`src/rtl/core_pkg.sv`:
```
// Shared types and encodings for the core sequencer and its decoder.
package core_pkg;

   localparam int unsigned ILEN = 32;

   typedef enum logic [2:0] {
      ST_FETCH   = 3'd0,
      ST_DECODE  = 3'd1,
      ST_EXECUTE = 3'd2,
      ST_MEM     = 3'd3,
      ST_WB      = 3'd4,
      ST_HALT    = 3'd5,
      ST_TRAP    = 3'd6
   } state_t;

   // RV32I major opcodes (ir[6:0])
   localparam logic [6:0] OPC_LUI    = 7'b0110111;
   localparam logic [6:0] OPC_AUIPC  = 7'b0010111;
   localparam logic [6:0] OPC_JAL    = 7'b1101111;
   localparam logic [6:0] OPC_JALR   = 7'b1100111;
   localparam logic [6:0] OPC_BRANCH = 7'b1100011;
   localparam logic [6:0] OPC_LOAD   = 7'b0000011;
   localparam logic [6:0] OPC_STORE  = 7'b0100011;
   localparam logic [6:0] OPC_OPIMM  = 7'b0010011;
   localparam logic [6:0] OPC_OP     = 7'b0110011;
   localparam logic [6:0] OPC_SYSTEM = 7'b1110011;

   localparam logic [ILEN-1:0] EBREAK_WORD = 32'h0010_0073;
   localparam logic [ILEN-1:0] NOP_WORD    = 32'h0000_0013;

   // Next-PC select
   localparam logic [1:0] PC_HOLD   = 2'b00;
   localparam logic [1:0] PC_PLUS4  = 2'b01;
   localparam logic [1:0] PC_BRANCH = 2'b10;
   localparam logic [1:0] PC_JALR   = 2'b11;

   // Register write-back source select
   localparam logic [1:0] WB_ALU = 2'b00;
   localparam logic [1:0] WB_MEM = 2'b01;
   localparam logic [1:0] WB_PC4 = 2'b10;
   localparam logic [1:0] WB_IMM = 2'b11;

   // Trap cause
   localparam logic [1:0] TRAP_NONE     = 2'b00;
   localparam logic [1:0] TRAP_ILLEGAL  = 2'b01;
   localparam logic [1:0] TRAP_FETCH_TO = 2'b10;
   localparam logic [1:0] TRAP_DATA_TO  = 2'b11;

   typedef enum logic [3:0] {
      CLS_LUI     = 4'd0,
      CLS_AUIPC   = 4'd1,
      CLS_JAL     = 4'd2,
      CLS_JALR    = 4'd3,
      CLS_BRANCH  = 4'd4,
      CLS_LOAD    = 4'd5,
      CLS_STORE   = 4'd6,
      CLS_OPIMM   = 4'd7,
      CLS_OP      = 4'd8,
      CLS_SYSTEM  = 4'd9,
      CLS_ILLEGAL = 4'd10
   } iclass_t;

   // Decoded view of the instruction register
   typedef struct packed {
      iclass_t cls;
      logic    legal;
      logic    is_ebreak;
      logic    rd_zero;
   } dec_t;

endpackage

```
`src/rtl/instr_class_decode.sv`:
```
// Combinational classification of the instruction register.
module instr_class_decode
   import core_pkg::*;
(
   input  logic [ILEN-1:0] i_ir,
   output dec_t            o_dec
);

   // Map the major opcode to an instruction class; anything unknown is illegal
   always_comb begin
      o_dec           = '{cls: CLS_ILLEGAL, legal: 1'b0, is_ebreak: 1'b0, rd_zero: 1'b0};
      o_dec.rd_zero   = (i_ir[11:7] == 5'd0);
      o_dec.is_ebreak = (i_ir == EBREAK_WORD);
      o_dec.legal     = 1'b1;
      case (i_ir[6:0])
         OPC_LUI:    o_dec.cls = CLS_LUI;
         OPC_AUIPC:  o_dec.cls = CLS_AUIPC;
         OPC_JAL:    o_dec.cls = CLS_JAL;
         OPC_JALR:   o_dec.cls = CLS_JALR;
         OPC_BRANCH: o_dec.cls = CLS_BRANCH;
         OPC_LOAD:   o_dec.cls = CLS_LOAD;
         OPC_STORE:  o_dec.cls = CLS_STORE;
         OPC_OPIMM:  o_dec.cls = CLS_OPIMM;
         OPC_OP:     o_dec.cls = CLS_OP;
         OPC_SYSTEM: o_dec.cls = CLS_SYSTEM;
         default: begin
            o_dec.cls   = CLS_ILLEGAL;
            o_dec.legal = 1'b0;
         end
      endcase
   end

endmodule

```
`src/rtl/core_sequencer.sv`:
```
// Multi-cycle control sequencer: fetch / decode / execute / mem / write-back.
module core_sequencer
   import core_pkg::*;
#(
   parameter int unsigned XLEN    = 32,
   parameter int unsigned CNT_W   = 32,
   parameter int unsigned TIMEOUT = 255
) (
   input  logic             clk,
   input  logic             reset,
   input  logic [XLEN-1:0]  mem_rdata,
   input  logic             mem_ready,
   input  logic             branch_taken,
   output logic [XLEN-1:0]  ir,
   output logic             mem_req,
   output logic             mem_we,
   output logic             mem_addr_sel,
   output logic [1:0]       pc_sel,
   output logic             reg_we,
   output logic [1:0]       wb_sel,
   output logic             alu_b_imm,
   output logic [CNT_W-1:0] retired,
   output logic             halted,
   output logic             trap,
   output logic [1:0]       trap_cause
);

   localparam int unsigned WAIT_W = (TIMEOUT > 0) ? $clog2(TIMEOUT + 1) : 1;
   localparam logic [WAIT_W-1:0] WAIT_LIMIT = WAIT_W'(TIMEOUT);
   localparam logic TIMEOUT_EN = (TIMEOUT != 0);

   if (XLEN != 32) begin : g_xlen_check
      $error("core_sequencer: XLEN must be 32");
   end

   state_t             r_state;
   state_t             w_state_next;
   logic [XLEN-1:0]    r_ir;
   logic [CNT_W-1:0]   r_retired;
   logic               r_halted;
   logic               r_trap;
   logic [1:0]         r_trap_cause;
   logic [WAIT_W-1:0]  r_wait;

   dec_t               w_dec;
   logic               w_wait_expired;
   logic               w_uses_imm;
   logic               w_ir_load;
   logic               w_retire;
   logic               w_set_halt;
   logic               w_set_trap;
   logic [1:0]         w_cause;

   instr_class_decode u_decode (
      .i_ir  (r_ir),
      .o_dec (w_dec)
   );

   assign w_wait_expired = TIMEOUT_EN && (r_wait == WAIT_LIMIT);
   assign w_uses_imm     = (w_dec.cls == CLS_LOAD)  || (w_dec.cls == CLS_STORE) ||
                           (w_dec.cls == CLS_OPIMM) || (w_dec.cls == CLS_JALR);

   // State register
   always_ff @(posedge clk or posedge reset) begin
      if (reset) r_state <= ST_FETCH;
      else       r_state <= w_state_next;
   end

   // Next-state and control-strobe decode
   always_comb begin
      w_state_next = r_state;
      mem_req      = 1'b0;
      mem_we       = 1'b0;
      mem_addr_sel = 1'b0;
      pc_sel       = PC_HOLD;
      reg_we       = 1'b0;
      wb_sel       = WB_ALU;
      alu_b_imm    = 1'b0;
      w_ir_load    = 1'b0;
      w_retire     = 1'b0;
      w_set_halt   = 1'b0;
      w_set_trap   = 1'b0;
      w_cause      = TRAP_NONE;

      case (r_state)
         ST_FETCH: begin
            mem_req = 1'b1;
            if (mem_ready) begin
               w_ir_load    = 1'b1;
               w_state_next = ST_DECODE;
            end else if (w_wait_expired) begin
               w_set_trap   = 1'b1;
               w_cause      = TRAP_FETCH_TO;
               w_state_next = ST_TRAP;
            end
         end

         ST_DECODE: begin
            if (!w_dec.legal) begin
               w_set_trap   = 1'b1;
               w_cause      = TRAP_ILLEGAL;
               w_state_next = ST_TRAP;
            end else if (w_dec.cls == CLS_SYSTEM) begin
               if (w_dec.is_ebreak) begin
                  w_set_halt   = 1'b1;
                  w_state_next = ST_HALT;
               end else begin
                  w_set_trap   = 1'b1;
                  w_cause      = TRAP_ILLEGAL;
                  w_state_next = ST_TRAP;
               end
            end else begin
               w_state_next = ST_EXECUTE;
            end
         end

         ST_EXECUTE: begin
            alu_b_imm = w_uses_imm;
            case (w_dec.cls)
               CLS_BRANCH: begin
                  pc_sel       = branch_taken ? PC_BRANCH : PC_PLUS4;
                  w_retire     = 1'b1;
                  w_state_next = ST_FETCH;
               end
               CLS_LOAD, CLS_STORE: w_state_next = ST_MEM;
               default:             w_state_next = ST_WB;
            endcase
         end

         ST_MEM: begin
            mem_req      = 1'b1;
            mem_addr_sel = 1'b1;
            alu_b_imm    = w_uses_imm;
            mem_we       = (w_dec.cls == CLS_STORE);
            if (mem_ready) begin
               if (w_dec.cls == CLS_STORE) begin
                  pc_sel       = PC_PLUS4;
                  w_retire     = 1'b1;
                  w_state_next = ST_FETCH;
               end else begin
                  w_state_next = ST_WB;
               end
            end else if (w_wait_expired) begin
               w_set_trap   = 1'b1;
               w_cause      = TRAP_DATA_TO;
               w_state_next = ST_TRAP;
            end
         end

         ST_WB: begin
            alu_b_imm = w_uses_imm;
            reg_we    = !w_dec.rd_zero;
            case (w_dec.cls)
               CLS_LOAD:          wb_sel = WB_MEM;
               CLS_LUI:           wb_sel = WB_IMM;
               CLS_JAL, CLS_JALR: wb_sel = WB_PC4;
               default:           wb_sel = WB_ALU;
            endcase
            case (w_dec.cls)
               CLS_JAL:  pc_sel = PC_BRANCH;
               CLS_JALR: pc_sel = PC_JALR;
               default:  pc_sel = PC_PLUS4;
            endcase
            w_retire     = 1'b1;
            w_state_next = ST_FETCH;
         end

         ST_HALT: w_state_next = ST_HALT;
         ST_TRAP: w_state_next = ST_TRAP;
         default: w_state_next = ST_FETCH;
      endcase
   end

   // Instruction register, retired counter and sticky status flags
   always_ff @(posedge clk or posedge reset) begin
      if (reset) begin
         r_ir         <= XLEN'(NOP_WORD);
         r_retired    <= '0;
         r_halted     <= 1'b0;
         r_trap       <= 1'b0;
         r_trap_cause <= TRAP_NONE;
      end else begin
         if (w_ir_load)  r_ir      <= mem_rdata;
         if (w_retire)   r_retired <= r_retired + CNT_W'(1);
         if (w_set_halt) r_halted  <= 1'b1;
         if (w_set_trap) begin
            r_trap       <= 1'b1;
            r_trap_cause <= w_cause;
         end
      end
   end

   // Memory wait counter: restarts on every state change, counts while waiting
   always_ff @(posedge clk or posedge reset) begin
      if (reset) begin
         r_wait <= '0;
      end else if (w_state_next != r_state) begin
         r_wait <= '0;
      end else if ((r_state == ST_FETCH) || (r_state == ST_MEM)) begin
         r_wait <= r_wait + WAIT_W'(1);
      end
   end

   assign ir         = r_ir;
   assign retired    = r_retired;
   assign halted     = r_halted;
   assign trap       = r_trap;
   assign trap_cause = r_trap_cause;

endmodule

```
`config.mk`:
```
export PLATFORM = sky130hd
export DESIGN_NAME = core_sequencer
export DESIGN_NICKNAME = d
export VERILOG_FILES = /design/src/rtl/core_pkg.sv /design/src/rtl/instr_class_decode.sv /design/src/rtl/core_sequencer.sv
export SDC_FILE = /design/constraint.sdc
export NUM_CORES = 1
export LEC_CHECK = 0
export ABC_AREA = 1
export ABC_CLOCK_PERIOD_IN_PS = 2900
export BUFFER_PORTS_ARGS = -buffer_cell sky130_fd_sc_hd__buf_2
export CORE_AREA = 2 2 107 109
export DETAILED_ROUTE_END_ITERATION = 12
export DIE_AREA = 0 0 109 111
export PLACE_DENSITY = 0.69
export SETUP_SLACK_MARGIN = 0.5
export SYNTH_ARGS = -nofsm -noshare
export SYNTH_HDL_FRONTEND = slang
export SYNTH_SLANG_ARGS = --single-unit
export TNS_END_PERCENT = 100
```
`constraint.sdc`:
```
create_clock -name clk -period 2.9 [get_ports clk]
set_clock_uncertainty 0.2 [all_clocks]
set_input_delay 0.145 -clock clk [delete_from_list [all_inputs] [get_ports clk]]
set_output_delay 0.145 -clock clk [all_outputs]
set_load 0.01 [all_outputs]
```
==> flow_summary.ini, run 1 <==
[yosys]
yosysWarnings = 0
yosysUniqueCellTypes = 38
synth_area_leader_cell = dfrtp_1
synth-edff-count = 0
synth_top_area_share_pct = 44.0
synth_cells = 553
syn_area_um2 = 4320
syn_area_per_cell_um2 = 7.82
yosys-top-cells-area = dfrtp_1 (44%), nand2_1 (15%), nor2_1 (4.8%), xor2_1 (4.7%), inv_1 (4.5%)
yosysSeqAreaShare_pct = 45.8
syn_nets = 591
ys_ff_latch = 79
async_flop_share_pct = 100
ys.flop_type = dfrtp_1

[setup_path]
path_common_cell = nand2_1
cp-start-kind = register
slowest_stage = dfstp_2
critical_path.max_stage_delay_ns = 0.56
crit_fanout = 9
crit_chain = nand2_2 > nor2_8 > o21ai_1 > nand2_1 > nand2_1 > nor2_1 > nand3_1 > o31ai_1 > buf_2
end_kind = primary output
worstPathArrival_ns = 1.97
worstSetupPathType = reg -> out
crit_required_ns = 2.56

[grt]
grt_max_degree = 54
grt.total_usage_pct = 19.4
antenna_found_initial = 0
grt_pass1_vias = 3970
grt-ovfl-total = 0
grt_pass1_wl_um = 18500

[die]
rows = 39
dieArea_um2 = 12100
die_y_um = 111
start_util_pct = 39.0
design.portCount = 113
fp.coreArea_um2 = 11100
die_w_um = 109

[clock_network]
numCtsBuffers = 9
clock_sinks = 79
path_clk_slew_ns = 0.06
htree_levels = 3
clock_latency_ns = 0.34
root_buffer = clkbuf_16
cts_tree = yes
clockBufferDepth = 2

[cells_and_area]
final_area_um2 = 5670
layout.nets = 743
area_growth_pct = 31.1
final_util_pct = 51.2
multi_input_comb_area_um2 = 2060
ff_latch_area_um2 = 1980
antenna_cells = 0
final_layout_size_suffix_gt1_share_pct = 25.9
fill_cells = 1043

[sta]
hold_viol_final = 0
fin_tns_setup_ns = 0
setup_viol = 0
drv_slew = 0
period_needed_ns = 2.31
tightest_slew_ns = 0.605
max_slew_margin_pct = 59.6
rsz0062_at_grt = yes
clock.fmax_ghz = 0.432
period_share_pct = 79.8

[placement]
gp_congestion = 0.895
dp_hpwl_um = 8220
port_buffers = 112
dpl_cell_area_um2 = 5040

[detailed_routing]
drt_iter0_drc = 179
drt_wl_total_um = 11400
drtAntennaViolNets = 0
drt_first_pass_iters = 4
num_vias = 4131
drc = 0
routed_wire_length_per_instance_um = 13.4
vias_per_cell = 4.84

[min_path]
hold_path.class = in -> async

[power_and_ir_drop]
p_leak_uw = 0.00289
power_density_nw_per_um2 = 785
p_total_uw = 4450
ir_worst_vdd_mv = 0.347

[outcome]
status = completed

[run]
max-cap-violations = 0
critical path, delay by kind of cell (launching register included):
family	cells	cell delay [ns]
AOI/OAI and AO/OA	2	0.20
DFF	1	0.56
buffers and inverters	1	0.17
and+or+nand+nor	6	0.71
cells in the mapped netlist, types with 10 or more instances:
cell type  number
inv_1          52
xor2_1         23
dfrtp_1        76
nand2_1       176
nand4_1        13
inv_2          10
nor2_2         12
xnor2_1        11
nor2_1         55
nor3_1         13
nand3_1        30
o21ai_0        29
metrics by stage:
step                cells  worst slack (ns)  hold WS (ns)
floorplan             553             0.537        0.0367
global placement      802             0.820        0.0189
detailed placement    802             0.736        0.0367
CTS                   852             0.538         0.218
global route          853             0.478         0.276
finish                853             0.587         0.221
layer usage:
metal / up-vias / track usage (%) / wire length, um
met5: - / 0 / 0
met2: 120 / 31.8 / 5680
met1: 1935 / 24.4 / 4870
met4: 0 / 8.63 / 313
li1: 2045 / - / -
met3: 31 / 3.94 / 543
sequential cells by signal (all words and copies together) (netlist names):
name	count
r_state	3
halted	1
trap_cause	2
retired	32
r_wait	8
trap	1
ir	32
final cells by class:
| class | instances | share of cell area, % |
|---|---|---|
| Clock buffer | 11 | 4.11 |
| Clock inverter | 5 | 0.618 |
| Inverter | 63 | 4.20 |
| Multi-Input combinational cell | 401 | 36.4 |
| Sequential cell | 79 | 35.0 |
| Tap cell | 143 | 3.16 |
| Timing Repair Buffer | 151 | 16.6 |
placed cells by master, fill, tap and decap left out, types with 2 or more instances in the layout:
cell	instances
inv_1	51
nor2_1	53
inv_2	10
nand2_1	176
nor3_2	2
dfrtp_1	75
clkbuf_16	9
nor2_4	4
nand3_2	4
clkinvlp_4	4
o21ai_1	4
xnor2_2	2
nand4_1	13
a21oi_1	4
dlygate4sd3_1	34
nand2_4	2
buf_4	5
xnor2_1	11
clkbuf_1	2
nand3_1	30
o21ai_0	28
nor3_1	12
nor2_2	14
ha_1	2
clkinv_2	2
nand2_2	6
xor2_1	23
dfstp_2	3
buf_2	112
logic make-up after synthesis:
family | Yosys count | share of synthesized area [%]
AOI/OAI and AO/OA | 41 | 5.12
DFF | 79 | 45.8
buffers and inverters | 73 | 6.71
xor gates and xnor gates | 36 | 7.64
adders and majority gates | 2 | 0.579
and+or+nand+nor | 321 | 33.9
muxes | 1 | 0.232
worst paths after layout:
kind | startpoint | end | cells past startpoint | slack, ns
setup / recovery | ir[1] | wb_sel[0] | 9 | 0.59
hold / removal | reset | ir[10] | 3 | 0.22
setup reg to reg | ir[1] | retired[22] | 10 | 0.73
hold reg to reg | halted | halted | 2 | 0.26
max in group asynchronous | reset | r_wait[1] | 4 | 1.52
min in group clk | halted | halted | 2 | 0.26
power by group:
| part | leakage, uW | switching [uW] | internal (uW) |
|---|---|---|---|
| Combinational | 0.00178 | 1130 | 607 |
| Clock | 0.000118 | 447 | 578 |
| Sequential | 0.000993 | 284 | 1400 |
| Total | 0.00289 | 1860 | 2580 |
what timing repair did:
item                                    CTS  global route
buffers inserted                          0             1
endpoints found under the setup margin    0             3
hold endpoints to repair                 62             0
hold buffers                             34             0
gates resized for setup                   0             5
No activity file was read; power rests on OpenSTA's default activity.
==> inputs of run 2 (changes only) <==
--- a/config.mk
+++ b/config.mk
@@ -5,13 +5,13 @@
 export SDC_FILE = /design/constraint.sdc
 export NUM_CORES = 1
 export LEC_CHECK = 0
-export ABC_AREA = 1
-export ABC_CLOCK_PERIOD_IN_PS = 2900
+export ABC_AREA = 0
+export ABC_CLOCK_PERIOD_IN_PS = 2200
 export BUFFER_PORTS_ARGS = -buffer_cell sky130_fd_sc_hd__buf_2
-export CORE_AREA = 2 2 107 109
+export CORE_AREA = 2 2 104 106
 export DETAILED_ROUTE_END_ITERATION = 12
-export DIE_AREA = 0 0 109 111
-export PLACE_DENSITY = 0.69
+export DIE_AREA = 0 0 106 108
+export PLACE_DENSITY = 0.68
 export SETUP_SLACK_MARGIN = 0.5
 export SYNTH_ARGS = -nofsm -noshare
 export SYNTH_HDL_FRONTEND = slang
==> constraint.sdc (replaced) <==
create_clock -name clk -period 2.2 [get_ports clk]
set_clock_uncertainty 0.2 [all_clocks]
set_input_delay 0.11 -clock clk [delete_from_list [all_inputs] [get_ports clk]]
set_output_delay 0.11 -clock clk [all_outputs]
set_load 0.01 [all_outputs]
==> flow_summary.ini, run 2 <==
[outcome]
status = finished with violations
violations = negative setup slack

[yosys]
synth_area_leader_cell = dfrtp_1
syn_area_per_cell_um2 = 10.8
syn_area_um2 = 4000
yosysWarnings = 0
synth_top_area_share_pct = 47.5
synth_commonest_cells = dfrtp_1 (76), mux2_2 (31), nand2_1 (27), xor2_1 (27), nor2_1 (22)
synth.most_common_cell = dfrtp_1
ys.flop_type = dfrtp_1
ys_ff_latch = 79
synth-edff-count = 0
yosysSeqAreaShare_pct = 49.5
yosys-top-cells-area = dfrtp_1 (48%), mux2_2 (8.7%), xor2_1 (5.9%), xnor2_1 (2.8%), nand2_1 (2.5%)
syn_nets = 407
async_flop_share_pct = 100
yosysUniqueCellTypes = 56
synth_cells = 369

[grt]
grt_pass1_vias = 3974
grt_max_degree = 60
antenna_found_initial = 0
grt_pass1_wl_um = 20600
grt.total_usage_pct = 22.9
grt-ovfl-total = 0

[die]
design.portCount = 113
die_w_um = 106
fp.coreArea_um2 = 10200
start_util_pct = 39.1
die_y_um = 108
rows = 37
dieArea_um2 = 11400

[sta]
period_share_pct = 106
max_slew_margin_pct = 64.3
fin_tns_setup_ns = -1.39
setup_viol = 32
worst_slack_ns = -0.126
clock.fmax_ghz = 0.430
drv_slew = 0
hold_viol_final = 0
rsz0062_at_grt = yes
period_needed_ns = 2.33
tightest_slew_ns = 0.534

[power_and_ir_drop]
p_leak_uw = 0.00341
power_density_nw_per_um2 = 1090
pwr-share-comb_pct = 56.6
p_switching_uw = 2970
swShare_pct = 39.2
p_int_uw = 4620
seqPwrFrac_pct = 30.1
ir_worst_vdd_mv = 0.543
clkPwrFrac_pct = 13.3

[placement]
dp_hpwl_um = 7720
detailedPlace.worstSlack_ns = -0.127
gp_congestion = 0.812
port_buffers = 112

[setup_path]
regToRegSetupSlack_ns = -0.13
endpoint = r_wait[7]
end_kind = register
worstReg2RegEnd = r_wait[7]
worstPathArrival_ns = 2.39
rr_worst_depth = 6
worstSetupPathType = reg -> reg
timing.rr.start = ir[0]
crit_chain = nand3b_4 > buf_12 > or4b_4 > nor4_4 > nor2_4 > nor4b_2
slowest_stage = dfstp_2
crit_required_ns = 2.27
crit_path_start = ir[0]
cp-start-kind = register
critical_path.max_stage_delay_ns = 0.57
crit_fanout = 8

[cells_and_area]
layout_commonest_cell = buf_2
final_util_pct = 67.9
layout_common_cells = buf_2 (110), dfrtp_1 (74), buf_4 (38)
fill_cells = 707
layout.nets = 633
final_layout_size_suffix_gt1_share_pct = 58.0
area_growth_pct = 73.5

[clock_network]
numCtsBuffers = 9
clock_sinks = 79
htree_levels = 3
clockBufferDepth = 2
cts_tree = yes
path_clk_slew_ns = 0.09
clock_latency_ns = 0.36
root_buffer = clkbuf_8

[run]
max-cap-violations = 0

[detailed_routing]
drtAntennaViolNets = 0
routed_wire_length_per_instance_um = 18.0
vias_per_cell = 5.21
drt_first_pass_iters = 4
drc = 0
num_vias = 3838
drt_iter0_drc = 180
drt_wl_total_um = 13300

[min_path]
holdPathStages = 4
hold_path.class = in -> reg
run 2: changes by cell type in the layout (fill, tap and decap cells not counted), sizes merged, moves of 25 or more:
cell	change
buf	+78
inv	-47
mux2	+31
nand2	-158
nand3	-25
nor2	-50
run 2: how the worst min path moves through the flow:
stage | startpoint | end | slack, ns
floorplan | mem_rdata[4] | ir[4] | 0.009
global placement | reset | retired[7] | -0.03
detailed placement | reset | retired[7] | -0.03
CTS | mem_ready | r_state[1] | 0.03
global route | mem_ready | r_state[1] | 0.09
finish | mem_ready | r_state[1] | 0.07
run 2: what timing repair did:
action                                 CTS  global route
endpoints found under the hold margin   67             0
resized for setup                      112            34
hold buffers                            33             0
setup endpoints to repair               88            88
gates cloned                             5             1
buffers inserted                        27             8
pin swaps                               51            19
run 2: layout make-up:
type                       count  area, um2  share of cell area [%]
sequential                    79       1980                    28.6
clock buffer                  10        138                    1.98
antenna                        1       2.50                  0.0360
clock inverter                 6       43.8                   0.631
timing repair buffer         230       1920                    27.7
multi-input combinational    261       2630                    37.8
inverter                      14       56.3                   0.811
tap                          136        170                    2.45
run 2: logic make-up after synthesis:
kind of cell / after synthesis / synth area share (%)
AOI/OAI and AO/OA: 37 / 6.44
xor gates and xnor gates: 40 / 8.75
adders and majority gates: 2 / 0.625
buffers and inverters: 29 / 3.50
DFF: 79 / 49.5
muxes: 31 / 8.72
and+or+nand+nor: 151 / 22.5
run 2: critical path: cells and delay by family (launching register included):
family	cells	cell delay (ns)
flip-flops	1	0.57
AND/OR/NAND/NOR	5	1.31
buffers and inverters	1	0.14
run 2: stage by stage:
stage	power, uW	hold slack, ns	instance area (um2)	std cells
floorplan	4050	0.00903	4340	369
global placement	4960	-0.0327	5310	646
detailed placement	5040	-0.0326	5310	646
CTS	7110	0.0328	6690	727
global route	7960	0.0948	6940	736
finish	7590	0.0691	6950	737
run 2: layer usage:
metal  wire (um)  track usage, %  up-vias
met5           0               0        -
met4         368            8.93        0
met3         555            5.49       28
met2        6880            38.9      102
met1        5470            28.5     1933
li1            -               -     1775
run 2: power by group through the flow:
stage                     sequential (uW)  clock (uW)  combinational (uW)
after floorplan                      2380           0                1670
after global placement               2190           0                2770
after detailed placement             2220           0                2820
after CTS                            2220        1030                3860
after global routing                 2330        1100                4540
final                                2290        1010                4300
